<file path="src/rtl/tt_scan_ctrl.sv">
// Exhaustive truth-table sweeper: drives every input vector of a small combinational
// block, samples its outputs after a settle time and grades them against an expected table.
module tt_scan_ctrl #(
    parameter int N_IN   = 3,
    parameter int N_OUT  = 2,
    parameter int SETTLE = 1
) (
    input  logic                         clk,
    input  logic                         rst_n,
    input  logic                         start,
    input  logic                         abort,
    input  logic [N_OUT*(2**N_IN)-1:0]   exp_tt,
    output logic [N_IN-1:0]              dut_in,
    input  logic [N_OUT-1:0]             dut_out,
    output logic [N_OUT*(2**N_IN)-1:0]   tt,
    output logic                         busy,
    output logic                         done,
    output logic                         pass,
    output logic [N_IN:0]                mismatch_cnt,
    output logic [N_IN-1:0]              fail_idx,
    output logic                         fail_vld
);

    localparam int ROWS  = 2 ** N_IN;
    localparam int IDX_W = ($clog2(ROWS) > 0) ? $clog2(ROWS) : 1;
    localparam int CNT_W = ($clog2(SETTLE) > 0) ? $clog2(SETTLE) : 1;
    localparam logic [CNT_W-1:0] CNT_RELOAD = CNT_W'(SETTLE - 1);
    localparam logic [IDX_W-1:0] LAST_IDX   = IDX_W'(ROWS - 1);

    typedef enum logic [1:0] {
        S_IDLE,
        S_SETTLE,
        S_FINISH
    } state_t;

    state_t              state_q;
    logic [IDX_W-1:0]    idx_q;
    logic [CNT_W-1:0]    cnt_q;
    logic [N_IN-1:0]     dut_in_q;
    logic [N_OUT-1:0]    tt_rows_q [ROWS];
    logic [N_IN:0]       mismatch_q;
    logic [N_IN-1:0]     fail_idx_q;
    logic                fail_vld_q;
    logic                pass_q;
    logic                busy_q;
    logic                done_q;

    logic [N_OUT-1:0]    exp_rows [ROWS];
    logic [N_OUT-1:0]    exp_row;
    logic                row_miss;
    logic                last_row;

    // Flat tables are viewed row-by-row so the sampler can index them by idx_q.
    genvar gi;
    generate
        for (gi = 0; gi < ROWS; gi++) begin : g_rows
            assign exp_rows[gi]                = exp_tt[gi*N_OUT +: N_OUT];
            assign tt[gi*N_OUT +: N_OUT]       = tt_rows_q[gi];
        end
    endgenerate

    assign exp_row  = exp_rows[idx_q];
    assign row_miss = (dut_out != exp_row);
    assign last_row = (idx_q == LAST_IDX);

    always_ff @(posedge clk or negedge rst_n) begin
        if (!rst_n) begin
            state_q    <= S_IDLE;
            idx_q      <= '0;
            cnt_q      <= '0;
            dut_in_q   <= '0;
            mismatch_q <= '0;
            fail_idx_q <= '0;
            fail_vld_q <= 1'b0;
            pass_q     <= 1'b0;
            busy_q     <= 1'b0;
            done_q     <= 1'b0;
            for (int r = 0; r < ROWS; r++) begin
                tt_rows_q[r] <= '0;
            end
        end else begin
            case (state_q)
                S_IDLE: begin
                    done_q <= 1'b0;
                    if (start) begin
                        state_q    <= S_SETTLE;
                        busy_q     <= 1'b1;
                        idx_q      <= '0;
                        dut_in_q   <= '0;
                        cnt_q      <= CNT_RELOAD;
                        mismatch_q <= '0;
                        fail_vld_q <= 1'b0;
                        pass_q     <= 1'b0;
                        for (int r = 0; r < ROWS; r++) begin
                            tt_rows_q[r] <= '0;
                        end
                    end
                end

                S_SETTLE: begin
                    if (abort) begin
                        state_q  <= S_IDLE;
                        busy_q   <= 1'b0;
                        dut_in_q <= '0;
                    end else if (cnt_q != '0) begin
                        cnt_q <= cnt_q - 1'b1;
                    end else begin
                        tt_rows_q[idx_q] <= dut_out;
                        if (row_miss) begin
                            mismatch_q <= mismatch_q + 1'b1;
                            if (!fail_vld_q) begin
                                fail_idx_q <= N_IN'(idx_q);
                                fail_vld_q <= 1'b1;
                            end
                        end
                        if (last_row) begin
                            state_q  <= S_FINISH;
                            busy_q   <= 1'b0;
                            done_q   <= 1'b1;
                            dut_in_q <= '0;
                            // Folds in the final row so pass is already valid while done is high.
                            pass_q   <= (mismatch_q == '0) && !row_miss;
                        end else begin
                            idx_q    <= idx_q + 1'b1;
                            dut_in_q <= N_IN'(idx_q + 1'b1);
                            cnt_q    <= CNT_RELOAD;
                        end
                    end
                end

                S_FINISH: begin
                    state_q <= S_IDLE;
                    done_q  <= 1'b0;
                end

                default: begin
                    state_q <= S_IDLE;
                    busy_q  <= 1'b0;
                    done_q  <= 1'b0;
                end
            endcase
        end
    end

    assign dut_in       = dut_in_q;
    assign busy         = busy_q;
    assign done         = done_q;
    assign pass         = pass_q;
    assign mismatch_cnt = mismatch_q;
    assign fail_idx     = fail_idx_q;
    assign fail_vld     = fail_vld_q;

endmodule

</file>
<file path="config.mk">
export PLATFORM = sky130hd
export DESIGN_NAME = tt_scan_ctrl
export DESIGN_NICKNAME = d
export VERILOG_FILES = /design/src/rtl/tt_scan_ctrl.sv
export SDC_FILE = /design/constraint.sdc
export NUM_CORES = 1
export LEC_CHECK = 0
export BUFFER_PORTS_ARGS = -buffer_cell sky130_fd_sc_hd__buf_2
export CAP_MARGIN = 15
export CORE_AREA = 2 2 66 68
export CTS_CLUSTER_DIAMETER = 40
export CTS_CLUSTER_SIZE = 20
export DETAILED_ROUTE_END_ITERATION = 12
export DIE_AREA = 0 0 68 70
export PLACE_DENSITY = 0.68
export SETUP_SLACK_MARGIN = 0.5
export SYNTH_ARGS = -nofsm -noshare
export SYNTH_HDL_FRONTEND = slang
export SYNTH_SLANG_ARGS = --single-unit
</file>
<file path="constraint.sdc">
create_clock -name clk -period 2.81 [get_ports clk]
set_clock_uncertainty 0.15 [all_clocks]
set_input_delay 0.562 -clock clk [delete_from_list [all_inputs] [get_ports clk]]
set_output_delay 0.562 -clock clk [all_outputs]
set_load 0.005 [all_outputs]
</file>
# Yosys cells after proc, flatten, opt, wreduce, memory -nomap -nowiden
# Cells that the tools add are included.
[op_classes]
bitwise_logic = 5
reduce_logical = 16
addsub = 3
magnitude_cmp = 2
div = 0
mul = 0
eq_ne = 12
muxes = 50
shift = 0
[ops]
columns = ["operator", "n"]
rows = [
  ["$mux W16", 3],
  ["$pmux W16 S2", 1],
  ["$mux W3", 7],
  ["$reduce_and A5 Y1", 4],
  ["$mux W1", 17],
  ["$bwmux W16", 1],
  ["$mux W4", 4],
  ["$mux W2", 7],
  ["$ne A2 B2 Y1 const B", 6],
  ["$pmux W3 S2", 2],
  ["$reduce_and A3 Y1", 4],
  ["$pmux W4 S2", 1],
  ["$reduce_and A4 Y1", 2],
  ["$bmux W2 S3", 1],
  ["$demux W2 S3", 1],
  ["$ne A3 B3 Y1 const B", 2],
  ["$pmux W1 S2", 3],
  ["$add A4 B1 Y4 const B", 1],
  ["$ge A4 B4 Y1 const B", 1],
  ["$logic_not A4 Y1", 1],
  ["$lt A4 B1 Y1 const B", 1],
  ["$not A1 Y1", 4],
  ["$not A3 Y4", 1],
  ["$pmux W2 S2", 1],
  ["other kinds (11)", 12],
]
[totals]
latchBits = 0
ff_bits = 36
romBits = 0
word_cells = 106
n_memories = 0
ramBits = 0

# Depth between registers and ports, before layout
# Gate-level depths: netlist of run 1.
[depth]
word_depth = 11
ltp_mapped = 8

# Worst setup path before layout of run 1
# No wires, ideal clock.
[synth_timing]
path_type = "input-to-reg"
start = "input port exp_tt[9]"
end = "register fail_idx_q[0], in the netlist fail_idx[0]"
setup_ps = 128
n_path_buf = 0
setup_slack_ps = 639
cell_stages = 6
t_arrival_ps = 1894
path_cell_list = "mux2_4 > a22o_1 > a211oi_2 > xnor2_1 > o211ai_2 > mux2_1"
[synth_between]
elab_chain_len = 5
[synth_lines]
columns = ["element", "line", "rtl"]
rows = [
  ["start, declared", "12", "input logic [N_OUT*(2**N_IN)-1:0] exp_tt,"],
  ["$bmux W2 S3", "62", "assign exp_row = exp_rows[idx_q];"],
  ["$mux W2 (not written as such) (2 in a row)", "62", ""],
  ["$ne A2 B2 Y1", "63", "assign row_miss = (dut_out != exp_row);"],
  ["$reduce_and A5 Y1 (no line)", "--", ""],
  ["end signal, assigned", "112", "fail_idx_q <= N_IN'(idx_q);"],
  ["end, declared", "42", "logic [N_IN-1:0] fail_idx_q;"],
]
# Every way passes these cells. The select of a mux whose other input is x is not followed.
# A chain may end at the register's enable or synchronous reset.

# Worst setup path in the final report of run 1
[layout_timing]
start = "register idx_q[0]"
end = "register fail_idx_q[1], in the netlist fail_idx[1]"
[layout_between]
elab_chain_len = 6
[layout_lines]
columns = ["element", "line", "rtl"]
rows = [
  ["start, declared", "37", "logic [IDX_W-1:0] idx_q;"],
  ["start signal, assigned", "124", "idx_q <= idx_q + 1'b1;"],
  ["$not A3 Y4 (not written as such)", "62", ""],
  ["$bmux W2 S3", "62", ""],
  ["$mux W2 (not written as such) (2 in a row)", "62", ""],
  ["$ne A2 B2 Y1", "63", ""],
  ["$reduce_and A5 Y1 (no line)", "--", ""],
]
# Every way passes these cells. The select of a mux whose other input is x is not followed.

==> results of run 1 <==
-- metal layers --
metal / global-route usage [%] / up-vias
li1: - / 708
met1: 25.21 / 669
met2: 24.92 / 40
met3: 4.831 / 7
met4: 6.889 / 0
met5: 0 / -
-- how the worst max path moves through the flow --
stage                          from     endpoint  slack (ps)  depth (start not counted)
final                      idx_q[0]  fail_idx[1]         560                          6
after global routing       idx_q[0]  fail_idx[0]         480                          6
after CTS                  idx_q[0]  fail_idx[1]         500                          6
after detailed placement   idx_q[0]  fail_idx[1]         310                          6
after global placement     idx_q[0]  fail_idx[1]         350                          6
after floorplan           exp_tt[9]  fail_idx[0]         640                          6
-- worst register-to-register path: cells and delay by family (launching register included) --
family                 cells  cell delay (ps)
multiplexers               3              960
buffers and inverters      1              180
flip-flops                 1              470
AO/OA/AOI/OAI              1              210
XOR/XNOR                   1              170
-- through the flow --
| stage | worst slack, ps | power (mW) | hold slack (ps) | util [%] | cell area, um^2 |
|---|---|---|---|---|---|
| after floorplan | 638.9 | 0.9760 | 116.4 | - | 1732 |
| after global placement | 352.9 | 1.131 | 307.5 | 49.12 | 2036 |
| after detailed placement | 312.1 | 1.139 | 310.9 | 49.12 | 2036 |
| after CTS | 504.4 | 1.504 | 220.6 | 51.66 | 2141 |
| after global routing | 478.0 | 1.627 | 257.2 | 52.48 | 2175 |
| final | 557.0 | 1.515 | 193.5 | 52.48 | 2175 |
-- power breakdown --
part	leakage (nW)	internal (mW)	switching, mW
logic	0.637	0.250	0.237
registers	0.469	0.592	0.0864
clock network	0.0422	0.174	0.175
total	1.15	1.02	0.498
-- cells by family after synthesis --
logic type / count (synthesis) / synth area share (%)
buffers and inverters: 29 / 6.791
adders and majority gates: 4 / 2.890
muxes: 16 / 10.69
AOI/OAI and AO/OA: 40 / 15.39
and+or+nand+nor: 43 / 11.70
DFF: 35 / 50.58
xor gates and xnor gates: 3 / 1.951
-- layout by cell type, fill, tap and decap left out, drive strengths merged, types with 2 or more instances in the layout --
master,Yosys,layout
mux2i,8,8
clkbuf,4,7
nand2,21,21
a21oi,9,9
o21ai,3,3
inv,23,23
nand2b,2,2
nand3b,2,2
xnor2,2,2
ha,4,4
or2,2,2
dfrtp,35,35
a21o,4,4
nor2b,5,5
mux2,7,7
nand3,4,4
o211ai,2,2
o22ai,16,16
buf,2,58
nor2,4,4
-- state kept, by name, indices dropped and copies added, names as in the netlist, 2 cells and up --
| name | flops |
|---|---|
| tt | 16 |
| mismatch_cnt | 4 |
| dut_in | 3 |
| fail_idx | 3 |
| idx_q | 3 |
| state_q | 2 |
-- cell type report --
class,instances,area (um^2),area share [%]
Clock buffer,7,76.32,3.510
Clock inverter,1,5.005,0.2301
Inverter,23,86.33,3.970
Multi-Input combinational cell,106,757.0,34.81
Sequential cell,35,877.1,40.33
Tap cell,52,65.06,2.992
Timing Repair Buffer,58,307.8,14.15
-- Yosys cell counts, types with 2 or more instances --
library cell	n
inv_1	23
nor2b_1	5
a21o_1	4
nand3_1	4
ha_1	4
clkbuf_1	4
nor2_1	4
mux2_1	3
a21oi_1	9
nand3b_1	2
o21ai_1	2
nand2b_1	2
nand2_1	21
o22ai_1	16
dfrtp_1	35
mux2i_1	8
mux2_2	3
or2_2	2
-- repair_timing --
item / 4_1_cts / 5_1_grt
gates resized for setup: 1 / 4
setup buffers: 3 / 2
endpoints found under the setup margin: 9 / 6
pin swaps: 0 / 1
==> run_results.csv, run 1 <==
group,metric,value,unit
outcome,status,"finished, final reports clean",
cts,clock_path_buffers,2,
floorplan,die_width,68,um
setup_path,slowest_delay,510,ps
power,max-vdd-ir-drop,0.3706,mV
drt,postRouteAntennaNets,0,
synth,synth_nets,196,
drt,route.detailed.drc,0,
drt,drt_iter0_markers,96,
synth,ys_ff_latch,35,
floorplan,floorplan.die_area,4760,um^2
synth,synth_ff_type,"dfrtp_1",
drt,routed_via_density,5.050,
setup_path,crit_path_top_delay_cell,"mux4_2",
sta,fmax,443.8,MHz
final_layout,num-fill-cells,394,
sta,finalSetupViolCount,0,
sta,rsz0062_at_grt,"yes",
final_layout,stdcell_count,282,
drt,firstDrtPassIters,4,
synth,synth_cells,170,
grt,antenna_found_initial,0,
cts,numCtsBuffers,5,
setup_path,ff2ff_path_depth,6,
setup_path,crit_type,"flip-flop to flip-flop",
floorplan,die_y,70,um
synth,syn_area,1732,um^2
synth,synth_edf_count,0,
setup_path,path_buf_inv,1,
synth,synth_seq_area_share,50.58,%
sta,period_needed,2253,ps
final_layout,drive_gt1_share,33.48,%
synth,avgSynthCellArea,10.19,um^2
setup_path,cp-start-kind,"flip-flop",
setup_path,cp.arrival,2270,ps
floorplan,design.core.area,4144,um^2
placed_design,place.gp.congestion,0.8018,
grt,grt_pass1_vias,1334,
setup_path,r2r_slack,560,ps
synth,synth.top_cell.area_share,50.58,%
final_layout,num_antenna_cells,0,
job,cap_violations,0,
cts,cts_root_buf,"clkbuf_8",
drt,dr_wl_met3,204,um
drt,top_layer_used,"met4",
grt,grt_max_degree,36,
sta,finalMaxSlewViolations,0,
placed_design,dp_hpwl,2.738,mm
cts,clkTransAtPathRegs,70,ps
drt,drt-met1-wl,1.768,mm
grt,grtUsageTotal,17.54,%
final_layout,nets,255,
setup_path,r2r-start,"idx_q[0]",
setup_path,worstSetupEndpointType,"flip-flop",
cts,cts_max_level,2,
drt,routedWlPerCell,13.25,um
floorplan,rows,24,
cts,cts_sinks,35,
grt,grt_pass1_wl,6.223,mm
drt,dr_total_vias,1424,
power,leakage,1.148,nW
placed_design,place_inst,269,
power,power.density,696.6,nW/um^2
setup_path,worstPathMaxFanout,7,
grt,globalRouteOverflowTotal,0,
synth,synth_area_leaders,"dfrtp_1 51%, o22ai_1 5.8%, inv_1 5.0%",
sta,slew-limit-headroom,49.18,%
final_layout,area_growth,25.58,%
cts,cts_tree,"built",
synth,async_reset_ff_share,100.0,%
setup_path,crit_chain,"buf_4, mux2i_1, mux4_2, xnor2_4, o211ai_2, mux2_1",
floorplan,io_pins,52,
synth,yosysWarnings,0,
sta,setup-tns-final,0,ps
sta,tightest_slew,762.3,ps
worst_hold_path,hp-class,"input port to asynchronous set/reset pin",
synth,synth_area_leader_cell,"dfrtp_1",
sta,hold_violations,0,
cts,cts_hold_buf,0,
synth,ys_types,37,
setup_path,crit_required,2830,ps
setup_path,r2r-end,"fail_idx[1]",
setup_path,critical_path.top_delay_family,"multiplexers",
placed_design,port_buffers,51,
cts,insertion_delay,280,ps
sta,timing.final.crit_share,80.18,%
drt,dr_wl_met2,1.685,mm
floorplan,initial_core_util,41.79,%
drt,wirelength,3.736,mm
Power figures use the tool's default switching activity.
==> run 2: changes to the inputs <==
--- a/config.mk
+++ b/config.mk
@@ -5,14 +5,15 @@
 export SDC_FILE = /design/constraint.sdc
 export NUM_CORES = 1
 export LEC_CHECK = 0
+export ABC_AREA = 1
 export BUFFER_PORTS_ARGS = -buffer_cell sky130_fd_sc_hd__buf_2
 export CAP_MARGIN = 15
-export CORE_AREA = 2 2 66 68
+export CORE_AREA = 2 2 69 71
 export CTS_CLUSTER_DIAMETER = 40
 export CTS_CLUSTER_SIZE = 20
 export DETAILED_ROUTE_END_ITERATION = 12
-export DIE_AREA = 0 0 68 70
-export PLACE_DENSITY = 0.68
+export DIE_AREA = 0 0 71 73
+export PLACE_DENSITY = 0.7
 export SETUP_SLACK_MARGIN = 0.5
 export SYNTH_ARGS = -nofsm -noshare
 export SYNTH_HDL_FRONTEND = slang
==> constraint.sdc (replaced) <==
create_clock -name clk -period 2 [get_ports clk]
set_clock_uncertainty 0.15 [all_clocks]
set_input_delay 0.4 -clock clk [delete_from_list [all_inputs] [get_ports clk]]
set_output_delay 0.4 -clock clk [all_outputs]
set_load 0.005 [all_outputs]
==> run_results.csv, run 2 <==
group,metric,value,unit
outcome,status,"finished, violations left",
outcome,violations,"hold timing",
sta,timing.final.crit_share,84.71,%
setup_path,crit_path_top_delay_cell,"dfrtp_2",
final_layout,nets,331,
synth,ys_types,25,
power,power.internal,1.662,mW
power,power_frac_clock,22.1,%
final_layout,final_cell_mix,"51 x buf_2, 42 x nand2_1, 38 x inv_1",
sta,hold_violations,16,
sta,holdWs,-8.747,ps
grt,globalRouteOverflowTotal,0,
power,p_sw,1.035,mW
synth,yosysMostFrequentCell,"nand2_1",
sta,fmax,590.3,MHz
placed_design,port_buffers,51,
setup_path,crit_top_cell,"nand2_2",
setup_path,cp.arrival,1710,ps
synth,synth_commonest_cells,"55 x nand2_1, 41 x inv_1, 35 x dfrtp_1, 31 x o21ai_0, 18 x nand3_1",
job,cap_violations,0,
synth,synth_cells,238,
cts,numCtsBuffers,5,
synth,async_reset_ff_share,100.0,%
floorplan,floorplan.die_area,5183,um^2
synth,synth_nets,264,
cts,clock_path_buffers,2,
sta,finalSetupViolCount,0,
grt,grtUsageTotal,18.49,%
power,p_seq_share,36.7,%
cts,cts_sinks,35,
setup_path,crit_required,2020,ps
grt,grt_max_degree,36,
final_layout,drive_gt1_share,46.23,%
floorplan,die_width,71,um
cts,clkTransAtPathRegs,70,ps
setup_path,crit_chain,"buf_12, nand2_2, nand3_2, nand2_2, nor2_2, nand2_1, nand2_2, nand2_4, nand2_4, nand3_2, nand2_2",
sta,finalMaxSlewViolations,0,
power,power.density,1041,nW/um^2
power,leakage,1.387,nW
synth,synth_edf_count,0,
synth,ys_ff_latch,35,
sta,setup-tns-final,0,ps
power,combPwrFrac,41.2,%
setup_path,ff2ff_path_depth,11,
synth,synth_area_leader_cell,"dfrtp_1",
placed_design,place.gp.congestion,0.8408,
cts,insertion_delay,280,ps
grt,antenna_found_initial,0,
final_layout,largest_reg_flops,16,
floorplan,io_pins,52,
floorplan,initial_core_util,41.93,%
grt,grt_pass1_vias,1743,
drt,postRouteAntennaNets,0,
synth,syn_area,1902,um^2
drt,firstDrtPassIters,4,
drt,drt_iter0_markers,59,
cts,cts_root_buf,"clkbuf_8",
grt,grt_pass1_wl,7.679,mm
worst_hold_path,hp-class,"input port to asynchronous set/reset pin",
setup_path,worstSetupEndpointType,"flip-flop",
placed_design,dp_hpwl,3.106,mm
drt,routedWlPerCell,12.77,um
cts,cts_tree,"built",
sta,rsz0062_at_grt,"yes",
sta,tightest_slew,438.4,ps
setup_path,cp-start-kind,"flip-flop",
power,max-vdd-ir-drop,0.5906,mV
setup_path,slowest_delay,480,ps
sta,slew-limit-headroom,70.77,%
final_layout,num-fill-cells,393,
final_layout,area_growth,36.18,%
floorplan,die_y,73,um
synth,synth.top_cell.area_share,46.05,%
sta,period_needed,1694,ps
synth,synth_ff_type,"dfrtp_1",
synth,synth_seq_area_share,46.05,%
drt,dr_total_vias,1767,
floorplan,rows,25,
final_layout,layout_commonest_cell,"buf_2",
final_layout,num_antenna_cells,0,
synth,yosysWarnings,0,
synth,synth_area_leaders,"dfrtp_1 46%, nand2_1 11%, o21ai_0 8.2%",
floorplan,design.core.area,4536,um^2
setup_path,crit_type,"flip-flop to flip-flop",
setup_path,worstPathMaxFanout,7,
drt,routed_via_density,4.922,
cts,cts_max_level,2,
synth,avgSynthCellArea,7.991,um^2
power,power.share.switching,38.37,%
drt,route.detailed.drc,0,
drt,wirelength,4.585,mm
[run 2: critical path: cells and delay by family (launching register included)]
family	cells	cell delay, ps
flip-flops	1	480
buffers and inverters	1	170
AND/OR/NAND/NOR	10	780
[run 2: kinds of logic after synthesis]
kind of cell / synth area share [%]
and+or+nand+nor: 28.36
buffers and inverters: 12.76
AOI/OAI and AO/OA: 9.276
DFF: 46.05
adders and majority gates: 2.632
xor gates and xnor gates: 0.9212
[run 2: final cells by class]
class | count | area [um^2] | share of cell area, %
Multi-Input combinational cell | 154 | 999.7 | 38.60
Clock inverter | 1 | 30.03 | 1.159
Timing Repair Buffer | 64 | 365.4 | 14.11
Clock buffer | 6 | 72.57 | 2.802
Timing Repair inverter | 1 | 5.005 | 0.1932
Tap cell | 54 | 67.56 | 2.609
Sequential cell | 35 | 879.6 | 33.96
Inverter | 44 | 170.2 | 6.570
[run 2: final timing paths]
path	startpoint	endpoint	slack, ps
max reg2reg	idx_q[0]	mismatch_cnt[2]	310
min reg2reg	fail_idx[0]	fail_idx[0]	320
min	rst_n	tt[7]	-9
max	idx_q[0]	mismatch_cnt[2]	310
max in group asynchronous	rst_n	idx_q[0]	1360
min in group clk	abort	dut_in[2]	200
[run 2: timing repair]
item                                    in CTS  in global routing
hold buffers                                 0                  0
gates resized for setup                     29                 45
endpoints found under the setup margin      33                 33
cloned                                       1                  2
setup buffers                                2                  4
pin swaps                                   13                 14
[run 2: metal layers]
metal / vias up / track usage, % / routed length [um]
li1: 883 / - / -
met1: 834 / 22.83 / 1972
met2: 42 / 33.54 / 2350
met3: 8 / 4.006 / 205
met4: 0 / 3.564 / 57
met5: - / 0 / 0
[run 2: power groups by stage]
stage	combinational (mW)	sequential [mW]	clock, mW
2_1_floorplan	0.600	0.962	0
3_3_place_gp	0.821	0.978	0
3_5_place_dp	0.834	0.985	0
4_1_cts	0.957	0.980	0.611
5_1_grt	1.24	1.01	0.645
6_report	1.11	0.990	0.596
[run 2: metrics by stage]
stage	worst slack [ps]	total power [mW]	area, um^2	cells	utilization (%)
2_1_floorplan	397.5	1.562	1912	238	-
3_3_place_gp	227.0	1.799	2212	343	48.77
3_5_place_dp	214.8	1.818	2212	343	48.77
4_1_cts	356.8	2.548	2439	353	53.77
5_1_grt	198.6	2.895	2590	359	57.10
6_report	305.9	2.696	2590	359	57.10
==> run 3: changes to the inputs <==
==> constraint.sdc (replaced) <==
create_clock -name clk -period 1.4 [get_ports clk]
set_clock_uncertainty 0.15 [all_clocks]
set_input_delay 0.28 -clock clk [delete_from_list [all_inputs] [get_ports clk]]
set_output_delay 0.28 -clock clk [all_outputs]
set_load 0.005 [all_outputs]
==> run_results.csv, run 3 (same netlist as run 2, synthesis figures left out) <==
group,metric,value,unit
final_layout,area_growth,58.49,%
floorplan,design.core.area,4536,um^2
power,p_total,4.224,mW
floorplan,die_width,71,um
setup_path,crit_path_top_delay_cell,"dfrtp_2",
sta,slew-limit-headroom,86.11,%
setup_path,cp-start-kind,"flip-flop",
final_layout,nets,368,
floorplan,die_y,73,um
outcome,status,"finished, violations left",
sta,fmax,579.3,MHz
setup_path,path_depth,9,
power,leakage,1.621,nW
grt,grt_pass1_wl,8.362,mm
cts,cts_sinks,35,
drt,routedWlPerCell,12.93,um
power,p_sw,1.706,mW
final_layout,fin_area,3014,um^2
cts,clock_path_buffers,2,
final_layout,final_cell_mix,"51 x buf_2, 43 x buf_4, 37 x nand2_1",
drt,dr_wl_met2,2.815,mm
final_layout,num_antenna_cells,0,
setup_path,crit_required,1420,ps
floorplan,rows,25,
final_layout,largest_reg_flops,16,
sta,holdWs,67.33,ps
setup_path,worstSetupEndpointType,"flip-flop",
sta,period_needed,1726,ps
placed_design,dp_hpwl,3.265,mm
final_layout,final_core_util,66.46,%
sta,timing.final.crit_share,123.3,%
setup_path,slowest_delay,470,ps
sta,hold_violations,0,
final_layout,layout_commonest_cell,"buf_2",
floorplan,floorplan.die_area,5183,um^2
power,power_frac_clock,17.0,%
drt,route.detailed.drc,0,
drt,dr_total_vias,1929,
job,cap_violations,0,
power,power.internal,2.517,mW
cts,cts_root_buf,"clkbuf_8",
sta,finalSetupViolCount,35,
setup_path,crit_chain,"buf_4, buf_6, ha_4, ha_4, inv_1, o21ai_2, buf_4, nand2_1, o21ai_1",
grt,grtUsageTotal,20.34,%
placed_design,port_buffers,51,
outcome,violations,"setup timing",
cts,insertion_delay,280,ps
setup_path,ff2ff_path_depth,9,
floorplan,initial_core_util,41.93,%
sta,finalMaxSlewViolations,0,
cts,cts_tree,"built",
setup_path,crit_type,"flip-flop to flip-flop",
grt,grt_max_degree,36,
drt,dr_wl_met3,171,um
grt,grt_pass1_vias,1976,
cts,numCtsBuffers,5,
worst_hold_path,hp-class,"input port to flip-flop",
power,p_seq_share,32.9,%
sta,tightest_slew,208.3,ps
setup_path,critical_path.top_delay_family,"buffers and inverters",
placed_design,place_inst,357,
placed_design,place_area,2382,um^2
cts,clkTransAtPathRegs,70,ps
setup_path,worstPathMaxFanout,4,
drt,firstDrtPassIters,4,
drt,top_layer_used,"met4",
grt,antenna_found_initial,0,
power,combPwrFrac,50.1,%
setup_path,cp.arrival,1750,ps
setup_path,path_buf_inv,4,
drt,postRouteAntennaNets,0,
power,max-vdd-ir-drop,0.8763,mV
floorplan,io_pins,52,
drt,wirelength,5.132,mm
final_layout,stdcell_count,397,
power,power.density,1401,nW/um^2
final_layout,num-fill-cells,334,
power,power.share.switching,40.40,%
placed_design,place_ws,-296.0,ps
sta,rsz0062_at_grt,"yes",
final_layout,drive_gt1_share,60.06,%
drt,routed_via_density,4.859,
drt,drt_iter0_markers,57,
sta,setup_ws,-326.1,ps
placed_design,place.gp.congestion,0.8200,
cts,cts_max_level,2,
grt,globalRouteOverflowTotal,0,
worst_hold_path,whs_path_depth,2,
sta,setup-tns-final,-5576,ps
drt,drt-met1-wl,2.098,mm
## run 3: metal layers
metal	up-vias	GRT usage, %
li1	950	-
met1	940	22.38
met2	34	39.15
met3	5	4.006
met4	0	6.499
met5	-	0
## run 3: final cells by class
type                            count  area (um^2)  area share [%]
Clock buffer                        5        68.82           2.283
Timing Repair inverter              1        7.507          0.2491
Multi-Input combinational cell    153         1104           36.61
Clock inverter                      3        15.01          0.4981
Sequential cell                    35        879.6           29.18
Tap cell                           54        67.56           2.242
Timing Repair Buffer              102        704.4           23.37
Inverter                           44        167.7           5.562
## run 3: worst register-to-register path, delay by kind of cell, from the launching register on
| kind | cells | cell delay [ps] |
|---|---|---|
| and+or+nand+nor | 1 | 40 |
| buffers and inverters | 4 | 490 |
| AOI/OAI and AO/OA | 2 | 150 |
| DFF | 1 | 470 |
| adders and majority gates | 2 | 330 |
## run 3: path summary, 6_finish.rpt
path,from,end,slack (ps)
hold reg to reg,done,done,340
min in group asynchronous,rst_n,tt[15],320
setup reg to reg,idx_q[0],idx_q[2],-330
hold / removal,abort,dut_in[2],70
max in group asynchronous,rst_n,idx_q[0],570
setup / recovery,idx_q[0],idx_q[2],-330
## run 3: repair_timing
item | in CTS | in global routing
endpoints found under the setup margin | 65 | 65
pin swaps | 14 | 15
endpoints found under the hold margin | 35 | 0
cloned | 3 | 0
resized for setup | 47 | 37
hold buffers | 1 | 0
setup buffers | 20 | 8
## run 3: power groups by stage
stage          Combinational [mW]  Sequential, mW  Clock [mW]
2_1_floorplan               0.928            1.38           0
3_3_place_gp                 1.42            1.38           0
3_5_place_dp                 1.44            1.38           0
4_1_cts                      1.83            1.38       0.730
5_1_grt                      2.33            1.41       0.767
6_report                     2.12            1.39       0.718
